`config.mk`:
```
export PLATFORM = sky130hd
export DESIGN_NAME = conv_encoder_tx
export DESIGN_NICKNAME = d
export VERILOG_FILES = /design/src/rtl/viterbi_pkg.sv /design/src/rtl/conv_symbol_gen.sv /design/src/rtl/conv_encoder_tx.sv
export SDC_FILE = /design/constraint.sdc
export NUM_CORES = 1
export LEC_CHECK = 0
export BUFFER_PORTS_ARGS = -buffer_cell sky130_fd_sc_hd__clkbuf_2
export CAP_MARGIN = 20
export CELL_PAD_IN_SITES_DETAIL_PLACEMENT = 1
export CELL_PAD_IN_SITES_GLOBAL_PLACEMENT = 2
export CORE_AREA = 2 2 61 74
export CTS_CLUSTER_DIAMETER = 40
export DETAILED_ROUTE_END_ITERATION = 10
export DIE_AREA = 0 0 63 76
export GPL_ROUTABILITY_DRIVEN = 0
export PLACE_DENSITY = 0.79
export SLEW_MARGIN = 25
export SYNTH_ARGS = -nofsm -noshare
export SYNTH_HDL_FRONTEND = slang
export SYNTH_SLANG_ARGS = --single-unit
```
`constraint.sdc`:
```
create_clock -name clk -period 3.4 [get_ports clk]
set_input_delay 0.34 -clock clk [delete_from_list [all_inputs] [get_ports clk]]
set_output_delay 0.34 -clock clk [all_outputs]
set_load 0.03 [all_outputs]
```
`src/rtl/viterbi_pkg.sv`:
```
// Code constants and FSM encoding shared by the transmit encoder and the Viterbi decoder stages,
// so both ends of the link agree on the same code.
package viterbi_pkg;
  localparam int K      = 3;   // constraint length
  localparam int RATE_N = 2;   // coded bits per input bit (rate 1/2)

  localparam logic [K-1:0] POLY_A_DEF = 3'b101;
  localparam logic [K-1:0] POLY_B_DEF = 3'b111;

  typedef enum logic [1:0] {
    RUN   = 2'd0,
    TAIL1 = 2'd1,
    TAIL2 = 2'd2
  } enc_state_t;
endpackage

```
`src/rtl/conv_symbol_gen.sv`:
```
// Combinational symbol generator: {C0, C1} = parity of the encoder vector under each generator.
// Zero latency, no flow control; also reusable for decoder branch-metric expected symbols.
module conv_symbol_gen
  import viterbi_pkg::*;
(
  input  logic [K-1:0]      poly_a,
  input  logic [K-1:0]      poly_b,
  input  logic [K-1:0]      v,
  output logic [RATE_N-1:0] sym
);
  assign sym = {^(v & poly_a), ^(v & poly_b)};
endmodule

```
`src/rtl/conv_encoder_tx.sv`:
```
// Rate-1/2 K=3 convolutional encoder with 2-bit zero tail per frame; symbol one cycle after accept.
// Single output register: input stalls whenever the held symbol is not taken by out_ready.
module conv_encoder_tx
  import viterbi_pkg::*;
#(
  parameter logic [K-1:0] POLY_A = POLY_A_DEF,
  parameter logic [K-1:0] POLY_B = POLY_B_DEF,
  parameter int           CNT_W  = 16
) (
  input  logic             clk,
  input  logic             rst,
  input  logic             in_valid,
  output logic             in_ready,
  input  logic             in_bit,
  input  logic             in_last,
  output logic             out_valid,
  input  logic             out_ready,
  output logic [1:0]       sym_out,
  output logic             out_last,
  output logic [CNT_W-1:0] frame_cnt
);
  enc_state_t        state, state_nxt;
  logic [K-2:0]      sr;
  logic              slot_free;
  logic              load;
  logic              u;
  logic              last_nxt;
  logic              cnt_inc;
  logic [RATE_N-1:0] sym;

  assign slot_free = !out_valid || out_ready;

  always_comb begin
    state_nxt = state;
    in_ready  = 1'b0;
    load      = 1'b0;
    u         = 1'b0;
    last_nxt  = 1'b0;
    cnt_inc   = 1'b0;
    case (state)
      RUN: begin
        in_ready = slot_free;
        if (in_valid && slot_free) begin
          load = 1'b1;
          u    = in_bit;
          if (in_last) state_nxt = TAIL1;
        end
      end
      TAIL1: begin
        if (slot_free) begin
          load      = 1'b1;
          state_nxt = TAIL2;
        end
      end
      TAIL2: begin
        if (slot_free) begin
          load      = 1'b1;
          last_nxt  = 1'b1;
          cnt_inc   = 1'b1;
          state_nxt = RUN;
        end
      end
      default: state_nxt = RUN;
    endcase
  end

  conv_symbol_gen u_sym_gen (
    .poly_a (POLY_A),
    .poly_b (POLY_B),
    .v      ({u, sr}),
    .sym    (sym)
  );

  always_ff @(posedge clk or posedge rst) begin
    if (rst) begin
      state     <= RUN;
      sr        <= '0;
      out_valid <= 1'b0;
      sym_out   <= '0;
      out_last  <= 1'b0;
      frame_cnt <= '0;
    end else begin
      state <= state_nxt;
      if (load) begin
        sr        <= {u, sr[K-2]};
        out_valid <= 1'b1;
        sym_out   <= sym;
        out_last  <= last_nxt;
      end else if (out_ready) begin
        out_valid <= 1'b0;
        out_last  <= 1'b0;
      end
      // Counted on the edge that loads the closing tail symbol
      if (cnt_inc) frame_cnt <= frame_cnt + CNT_W'(1);
    end
  end
endmodule
```
==> impl_metrics.env <==
export IMPL_finalSetupViolations=0
export IMPL_path_cells="inv_1 > ha_1 > nand2_2 > nor4b_4 > and4_1 > xor2_1"
export IMPL_fin_setup_tns_ns=0
export IMPL_ys_seq_area_share_pct=51.2
export IMPL_hp_class="input port to async pin"
export IMPL_grt_busiest_layer="met2"
export IMPL_track_usage_pct=11.2
export IMPL_die_x_um=63
export IMPL_grt_overflow=0
export IMPL_vias_per_cell=4.46
export IMPL_clockBufferDepth=2
export IMPL_fin_crit_ns=1.85
export IMPL_grt_met1_usage_pct=13.6
export IMPL_status="finished, final reports clean"
export IMPL_area_delta_synth_final_pct=21.7
export IMPL_cts_tree="done"
export IMPL_antenna_left=0
export IMPL_cts_clk_slew_worst_paths_ns=0.09
export IMPL_critPathBufInv=1
export IMPL_syn_area_um2=1170
export IMPL_clock_fmax_ghz=0.541
export IMPL_slowest_delay_ns=0.43
export IMPL_grt_max_degree=25
export IMPL_arrival_ns=2.05
export IMPL_place_inst=182
export IMPL_synth_top_area_share_pct=51.2
export IMPL_skew_ns=0.00261
export IMPL_worstSetupStartpointType="flip-flop"
export IMPL_drv_cap=0
export IMPL_cp_max_fo=6
export IMPL_yosys_top_cells_area="dfrtp_1 51%, xnor2_1 10%, ha_1 7.5%"
export IMPL_cp_end_kind="flip-flop"
export IMPL_clkPwrFrac_pct=17.9
export IMPL_p_per_area_nw_per_um2=776
export IMPL_final_cells=186
export IMPL_rows=26
export IMPL_total_power_mw=1.11
export IMPL_r2r_slack_ns=1.55
export IMPL_grt_pass1_wl_um=4250
export IMPL_critPathSlowestCell="dfrtp_1"
export IMPL_grt_util_met3_pct=2.66
export IMPL_ys_seq_elements=24
export IMPL_postRouteWirelength_um=2470
export IMPL_drc=0
export IMPL_met2_usage_pct=18.5
export IMPL_yosysTopAreaCell="dfrtp_1"
export IMPL_die_h_um=76
export IMPL_p_int_mw=0.639
export IMPL_dr_pass1_iters=4
export IMPL_vias=829
export IMPL_rsz0062_at_grt="no"
export IMPL_sequentialPowerShare_pct=39.0
export IMPL_routedWlPerCell_um=13.3
export IMPL_ys_types=25
export IMPL_slew_headroom_pct=40.0
export IMPL_slew_viol_final=0
export IMPL_initial_core_util_pct=28.4
export IMPL_syn_inst=100
export IMPL_coreArea_um2=4130
export IMPL_dieArea_um2=4790
export IMPL_cts_buffers_inserted=3
export IMPL_ys_warn_count=0
export IMPL_antenna_found_initial=0
export IMPL_cts_max_level=1
export IMPL_cts_repair_resize_count=0
export IMPL_cts_root_buf="clkbuf_8"
export IMPL_crit_type="flip-flop to flip-flop"
export IMPL_fin_crit_sh_pct=54.3
export IMPL_cp_required_ns=3.60
export IMPL_n_antenna_cell=0
export IMPL_drtIter0Drc=23
export IMPL_tightest_slew_ns=0.894
export IMPL_dp_hpwl_um=1900
export IMPL_finalHoldViolCount=0
export IMPL_cts_hold_buf=0
export IMPL_holdWs_ns=0.121
export IMPL_nNetsFinal=144
export IMPL_ios=27
export IMPL_p_sw_mw=0.469
export IMPL_clkSinkCount=24
export IMPL_ir_drop_uv=301
export IMPL_path_delay_family="simple AND/OR/NAND/NOR gates"
export IMPL_syn_nets=113
export IMPL_power_frac_comb_pct=43.1
export IMPL_clkLatencyLatePin_ns=0.27
export IMPL_drive_above_1_share_pct=29.2
export IMPL_avgSynthCellArea_um2=11.7
export IMPL_p_leak_nw=0.687
export IMPL_post_cts_buffers=0
export IMPL_io_buffers=26
export IMPL_first_global_vias=887
export IMPL_p_sw_share_pct=42.3
cell usage after synthesis:
cell       number
nor3b_2         1
xor2_1          4
and2_1          2
and4_1          2
and3_1          3
mux2_2          3
nor2_1          2
nand2b_1        2
nor2b_4         1
dfrtp_1        24
nor3_1          2
nor4b_4         1
a21oi_1         2
mux2i_1         1
o32ai_1         1
ha_1            7
nand2_1         9
inv_1           4
nand4_1         2
nor3_2          1
xnor2_1        14
nand2_2         1
nand3_1         7
a2bb2oi_1       1
o21ai_0         3
power groups by stage:
| stage | combinational (mW) | sequential [mW] | clock [mW] |
|---|---|---|---|
| after detailed placement | 0.484 | 0.440 | 0 |
| final | 0.478 | 0.432 | 0.198 |
| after CTS | 0.487 | 0.434 | 0.205 |
| after global placement | 0.466 | 0.431 | 0 |
| after global routing | 0.533 | 0.445 | 0.215 |
| after floorplan | 0.261 | 0.523 | 0 |
cells in the final DEF, fill, tap and decap left out, types with 3 or more instances in the layout:
cell type,synthesis,layout
xor2_1,4,4
inv_1,4,3
mux2_2,3,3
o21ai_0,3,3
clkbuf_8,0,4
xnor2_1,14,14
nand2_1,9,9
dfrtp_1,24,24
and3_1,3,3
clkbuf_2,0,26
nand3_1,7,7
ha_1,7,7
logic make-up (layout without fill, tap and decap cells):
logic type | count (synthesis) | after routing | synth area share [%]
flops | 24 | 24 | 51.2
xor+xnor | 18 | 18 | 13.4
fa+ha+maj | 7 | 7 | 7.46
simple gates | 36 | 36 | 19.3
buf+inv | 4 | 34 | 1.28
mux | 4 | 4 | 3.73
compound gates | 7 | 7 | 3.62
final cells by class:
| class | count | area [µm²] |
|---|---|---|
| well taps | 56 | 70.1 |
| repair buffers | 26 | 130 |
| multi-input cells | 72 | 558 |
| flip-flops and latches | 24 | 601 |
| clock buffers | 4 | 55.1 |
| fillers | 501 | 2700 |
| inverters | 4 | 15.0 |
per-layer routing:
| metal | vias to the layer above | wire length, µm |
|---|---|---|
| met5 | - | 0 |
| met4 | 0 | 43 |
| met3 | 4 | 123 |
| met2 | 23 | 1220 |
| met1 | 405 | 1080 |
| li1 | 397 | - |
final timing paths:
kind / cells past startpoint / to / startpoint
max: 6 / frame_cnt[7] / state[0]
min: 2 / frame_cnt[15] / rst
max reg2reg: 6 / frame_cnt[7] / state[0]
min reg2reg: 1 / frame_cnt[15] / frame_cnt[15]
max in group asynchronous: 2 / out_last / rst
min in group clk: 3 / out_last / out_ready
metrics by stage:
stage	worst slack (ns)	area (µm²)	utilization (%)
CTS	1.51	1430	34.6
floorplan	1.79	1170	-
global placement	1.62	1370	33.3
global route	1.39	1430	34.6
detailed placement	1.54	1370	33.3
finish	1.55	1430	34.6
registers in the layout, indices dropped and copies added (netlist names):
register and count:
out_last 1, out_valid 1, sym_out 2, state 2, frame_cnt 16, sr 2
Power figures use the tool's default switching activity.
